## config.mk

```make
export PLATFORM = sky130hd
export DESIGN_NAME = sprite_rom_arbiter
export DESIGN_NICKNAME = d
export VERILOG_FILES = /design/src/rtl/sprite_rom_arbiter.sv
export SDC_FILE = /design/constraint.sdc
export NUM_CORES = 1
export LEC_CHECK = 0
export CAP_MARGIN = 20
export CELL_PAD_IN_SITES_DETAIL_PLACEMENT = 2
export CELL_PAD_IN_SITES_GLOBAL_PLACEMENT = 2
export CORE_MARGIN = 2
export CORE_UTILIZATION = 28
export DETAILED_ROUTE_END_ITERATION = 10
export GPL_ROUTABILITY_DRIVEN = 0
export GPL_TIMING_DRIVEN = 1
export PLACE_DENSITY = 0.94
export SKIP_CTS_REPAIR_TIMING = 1
export SYNTH_ARGS = -nofsm -noshare
export SYNTH_HDL_FRONTEND = slang
export SYNTH_SLANG_ARGS = --single-unit
```

## constraint.sdc

```tcl
create_clock -name vga_clk -period 8.5 [get_ports vga_clk]
set_input_delay 1.7 -clock vga_clk [delete_from_list [all_inputs] [get_ports vga_clk]]
set_output_delay 1.7 -clock vga_clk [all_outputs]
set_load 0.005 [all_outputs]
```

## src/rtl/sprite_rom_arbiter.sv

```systemverilog
// Round-robin arbiter sharing one synchronous sprite ROM read port among NUM_REQ renderers.
// Each grant is returned to its owner as a tagged rvalid pulse ROM_LAT cycles later.
module sprite_rom_arbiter #(
    parameter int NUM_REQ  = 4,
    parameter int ADDR_W   = 10,
    parameter int DATA_W   = 8,
    parameter int ROM_LAT  = 1,
    parameter int PRIO0    = 1,
    parameter int MAX_WAIT = 15
) (
    input  logic                      vga_clk,
    input  logic                      Reset,
    input  logic [NUM_REQ-1:0]        req,
    input  logic [NUM_REQ*ADDR_W-1:0] addr,
    output logic [NUM_REQ-1:0]        gnt,
    output logic [NUM_REQ-1:0]        rvalid,
    output logic [DATA_W-1:0]         rdata,
    output logic [NUM_REQ-1:0]        starve,
    output logic [ADDR_W-1:0]         rom_address,
    input  logic [DATA_W-1:0]         rom_q
);
    localparam int IDX_W  = (NUM_REQ > 1) ? $clog2(NUM_REQ) : 1;
    localparam int WAIT_W = $clog2(MAX_WAIT + 2);
    localparam logic [WAIT_W-1:0] WAIT_SAT = WAIT_W'(MAX_WAIT + 1);

    logic [IDX_W-1:0]  r_rr_ptr;
    logic [ADDR_W-1:0] r_last_addr;
    logic              r_pipe_vld [ROM_LAT];
    logic [IDX_W-1:0]  r_pipe_idx [ROM_LAT];

    logic [ADDR_W-1:0] w_addr  [NUM_REQ];
    logic [IDX_W-1:0]  w_scan  [NUM_REQ];
    logic [NUM_REQ-1:0] w_cand;
    logic              w_prio_hit;
    logic              w_any;
    logic              w_grant;
    logic [IDX_W-1:0]  w_winner;

    genvar gi;

    // Scan order starts at rr_ptr and wraps; requester 0 is left out of the
    // scan when it has its own fixed-priority path.
    generate
        for (gi = 0; gi < NUM_REQ; gi++) begin : g_scan
            logic [IDX_W:0] w_sum;
            assign w_addr[gi] = addr[gi*ADDR_W +: ADDR_W];
            assign w_sum      = {1'b0, r_rr_ptr} + (IDX_W+1)'(gi);
            assign w_scan[gi] = (w_sum >= (IDX_W+1)'(NUM_REQ))
                              ? IDX_W'(w_sum - (IDX_W+1)'(NUM_REQ))
                              : w_sum[IDX_W-1:0];
            assign w_cand[gi] = req[w_scan[gi]] &&
                                !((PRIO0 != 0) && (w_scan[gi] == '0));
        end
    endgenerate

    always_comb begin
        w_prio_hit = (PRIO0 != 0) && req[0];
        w_any      = 1'b0;
        w_winner   = '0;
        if (w_prio_hit) begin
            w_any    = 1'b1;
            w_winner = '0;
        end else begin
            for (int k = 0; k < NUM_REQ; k++) begin
                if (!w_any && w_cand[k]) begin
                    w_any    = 1'b1;
                    w_winner = w_scan[k];
                end
            end
        end
    end

    assign w_grant = w_any && !Reset;

    always_comb begin
        gnt = '0;
        if (w_grant) gnt[w_winner] = 1'b1;
    end

    // The ROM registers its address, so present the winner's address in the
    // grant cycle and otherwise hold the last one issued.
    assign rom_address = w_grant ? w_addr[w_winner] : r_last_addr;
    assign rdata       = rom_q;

    always_ff @(posedge vga_clk) begin
        if (Reset) begin
            r_rr_ptr    <= '0;
            r_last_addr <= '0;
        end else if (w_grant) begin
            r_last_addr <= w_addr[w_winner];
            if (!w_prio_hit)
                r_rr_ptr <= (w_winner == IDX_W'(NUM_REQ - 1)) ? '0 : w_winner + 1'b1;
        end
    end

    // Return pipe: one slot per ROM latency cycle, tagged with the owner.
    always_ff @(posedge vga_clk) begin
        if (Reset) begin
            for (int s = 0; s < ROM_LAT; s++) begin
                r_pipe_vld[s] <= 1'b0;
                r_pipe_idx[s] <= '0;
            end
        end else begin
            r_pipe_vld[0] <= w_grant;
            r_pipe_idx[0] <= w_winner;
            for (int s = 1; s < ROM_LAT; s++) begin
                r_pipe_vld[s] <= r_pipe_vld[s-1];
                r_pipe_idx[s] <= r_pipe_idx[s-1];
            end
        end
    end

    always_comb begin
        rvalid = '0;
        if (!Reset && r_pipe_vld[ROM_LAT-1]) rvalid[r_pipe_idx[ROM_LAT-1]] = 1'b1;
    end

    // Per-requester wait counters; starve is sticky until Reset.
    generate
        for (gi = 0; gi < NUM_REQ; gi++) begin : g_wait
            logic [WAIT_W-1:0] r_wait_cnt;
            logic              r_starve;
            logic [WAIT_W-1:0] w_wait_next;

            assign w_wait_next = (!req[gi] || gnt[gi]) ? '0
                               : (r_wait_cnt == WAIT_SAT) ? WAIT_SAT
                               : r_wait_cnt + 1'b1;

            always_ff @(posedge vga_clk) begin
                if (Reset) begin
                    r_wait_cnt <= '0;
                    r_starve   <= 1'b0;
                end else begin
                    r_wait_cnt <= w_wait_next;
                    if (w_wait_next == WAIT_SAT) r_starve <= 1'b1;
                end
            end

            assign starve[gi] = r_starve;
        end
    endgenerate

endmodule

```

==> metrics <==
setup repair after global routing missed its margin=false; overall power after layout=1.01 mW; relative slew slack=0.422; worst-case reg-to-reg path depth=12; type of the tightest min-delay check=reg2reg; max-slew violation count=0; Worst Max-Slew Pin Slew=around 870 ps; cells traversed along the worst timing path=clkdlybuf4s50_1 -> buf_4 -> mux4_2 -> nand2b_1 -> o21a_1 -> o32a_1 -> mux2i_1 -> nor2_1 -> a211o_1 -> clkdlybuf4s50_1; Filler Cells Inserted=~1100; antenna violations before repair=0; most instantiated flip-flop cell in the synthesis netlist=sky130_fd_sc_hd__dfxtp_1; average size of a mapped cell=roughly 7.5 sq um; HPWL after detailed placement=about 8 mm; worst path bufs/invs=3; core outline area=9860 sq um; fraction of the cycle the final worst path needs=0.816; Row Count=36; Synth async-reset ratio=0; area of the mapped netlist=2860 sq um; Yosys reg bits=34; height of the chip=105 um; number of global-route vias before repair=around 3200; global-route wire length before repair=16.6 mm; number of violations of the max-capacitance limit=0; cell depth of the worst min-delay path=1; shortest period the worst path allows=~6900 ps; Most common cell on crit path=sky130_fd_sc_hd__clkdlybuf4s50_1; sort of element at the end of the critical path=output port; Worst Path Class, Setup=in2out; relative area change from synthesis to final layout=26.9%; sequential fraction of the synthesis area=0.238; result of the run=finished, final reports clean; clock transition at the registers of the reported paths=about 70 ps; data required time at the worst endpoint=between 6000 and 7000 ps; TritonCTS Buffers=5; Via Count=approximately 3000; count of nets after finishing=487; total count of hold-check failures in the final report=0; Net Count, Synth=approximately 450; cell at the slowest stage of the critical path=sky130_fd_sc_hd__o32a_1; critical path's largest stage delay=720 ps; TritonCTS clock tree=yes; vias per cell=approximately 5.4; total routing resource utilization after global routing=0.189; synthesized instance count=380; largest net degree at the start of global routing=53; number of clock sinks seen by CTS=34; DRC violation total after the first TritonRoute iteration=just under 90; highest fanout seen on the critical path=21; Peak VDD IR=0.104 mV; worst path arrival time=5240 ps; number of top-level design ports=84; Power Density=280 nW/um^2; cell chosen for the clock root=sky130_fd_sc_hd__clkbuf_8; setup skew after layout=3.36 ps; peak clock frequency supported by timing=approximately 140 MHz; insertion delay of the later-clocked pin in the worst-skew pair=290 ps; Yosys warning count=0; Leak Pwr=1.50 nW; Post-Route Utilization=0.368; count of TritonRoute iterations in the first routing pass=5; input/output buffers=67; die extent in x=105 um; average routed wire per standard cell=18.3 um; total overflow reported by the global router=0; Initial Utilization=0.290; Routed Antenna Nets=0; path length in cells of the critical path=10; clock tree buffer depth=2; number of synthesized flops with an enable pin=0; layout cells sized above 1=0.0595; H-tree levels=2; total DRC errors in the routed layout=0; post-route setup TNS=0 ps; hold_ws=approximately 470 ps; total die area=approximately 11000 sq um; Final Routed Wirelength=between 10 and 15 mm; critical path's top delay family=compound AO/OA/AOI/OAI gates; Worst setup SP type=input pin; final setup fails=0; number of library cell types mapped by synthesis=48; antenna fix cells=0
-- cell usage after synthesis, drive strengths merged, types with 2 or more instances --
cell     instances  share of area
a2bb2oi          2         0.0061
nor3b            3         0.0079
inv             18          0.024
mux2             2         0.0079
and3             3         0.0066
nor2b           14          0.033
and2             2         0.0053
nand2b           5          0.011
nor4             3          0.012
o21ai            7          0.012
ha              14          0.061
nor4b           10          0.031
nand3           17          0.030
dfxtp           34           0.24
o32a             2         0.0070
or2              4         0.0088
xnor2            2         0.0061
clkbuf          23          0.030
a21o             2         0.0053
nand2           31          0.041
or4              3         0.0079
a311oi          10          0.031
nand3b           4          0.011
a211o           20          0.061
mux2i           17          0.060
a21oi           25          0.044
o22ai            3         0.0066
nor3             5         0.0088
xor2             7          0.021
a31oi           12          0.026
nor2            48          0.063
buf             18          0.041
-- sequential cells by signal, summed over array words and instances (netlist names) --
register           cells
r_pipe_vld             1
g_wait.r_starve        4
r_pipe_idx             2
g_wait.r_wait_cnt     15
r_rr_ptr               2
r_last_addr           10
-- metrics by stage --
step,setup WS (ps),cells,cell area (sq um)
5_1_grt,1350,553,3630
3_5_place_dp,1570,545,3540
3_3_place_gp,1620,545,3540
6_report,1560,553,3630
2_1_floorplan,3090,380,2860
4_1_cts,1550,553,3630
-- where the power goes --
group | switching [mW] | total (mW) | internal [mW]
sequential | 0.0226 | 0.215 | 0.193
combinational | 0.380 | 0.672 | 0.292
clock | 0.0625 | 0.128 | 0.0654
-- final cells by class --
class	instances	area, sq um	share of cell area
timing repair buffer	73	716	0.197
clock inverter	1	5.00	0.00138
tap	133	166	0.0459
sequential	34	681	0.188
inverter	18	67.6	0.0186
multi-input combinational	287	1910	0.526
clock buffer	7	86.3	0.0238
-- metal layers --
layer  global-route usage  routed length [um]  vias up
li1                     -                   -     1417
met1                0.207                4130     1468
met2                0.364                5350       71
met3               0.0405                 446       13
met4               0.0467                 189        0
met5                    0                   0        -
-- cells in the final DEF, fill, tap and decap left out, types with 10 or more instances in the layout --
cell type / instances
sky130_fd_sc_hd__mux2i_1: 17
sky130_fd_sc_hd__nor2_1: 48
sky130_fd_sc_hd__dfxtp_1: 34
sky130_fd_sc_hd__a31oi_1: 12
sky130_fd_sc_hd__a211o_1: 20
sky130_fd_sc_hd__a21oi_1: 25
sky130_fd_sc_hd__nor2b_1: 13
sky130_fd_sc_hd__a311oi_1: 10
sky130_fd_sc_hd__inv_1: 17
sky130_fd_sc_hd__nand3_1: 17
sky130_fd_sc_hd__clkdlybuf4s50_1: 67
sky130_fd_sc_hd__ha_1: 14
sky130_fd_sc_hd__nand2_1: 31
sky130_fd_sc_hd__nor4b_1: 10
-- final timing paths --
check                                   startpoint                  to  slack (ps)
worst min-delay path            g_wait[0].r_starve  g_wait[0].r_starve         470
worst max-delay path                        req[0]      rom_address[6]        1560
worst max register to register         r_rr_ptr[0]  g_wait[2].r_starve        3660
worst min register to register  g_wait[0].r_starve  g_wait[0].r_starve         470
-- kinds of logic (layout without fill, tap and decap cells) --
kind of cell | count (synthesis) | in the layout | share of synthesized area
flip-flops | 34 | 34 | 0.238
XOR/XNOR | 9 | 9 | 0.0276
multiplexers | 20 | 20 | 0.0753
AND/OR/NAND/NOR | 155 | 155 | 0.284
AO/OA/AOI/OAI | 89 | 89 | 0.219
adder cells (fa/ha/maj) | 14 | 14 | 0.0613
buffers and inverters | 59 | 99 | 0.0950
No activity file was read; power rests on OpenSTA's default activity.
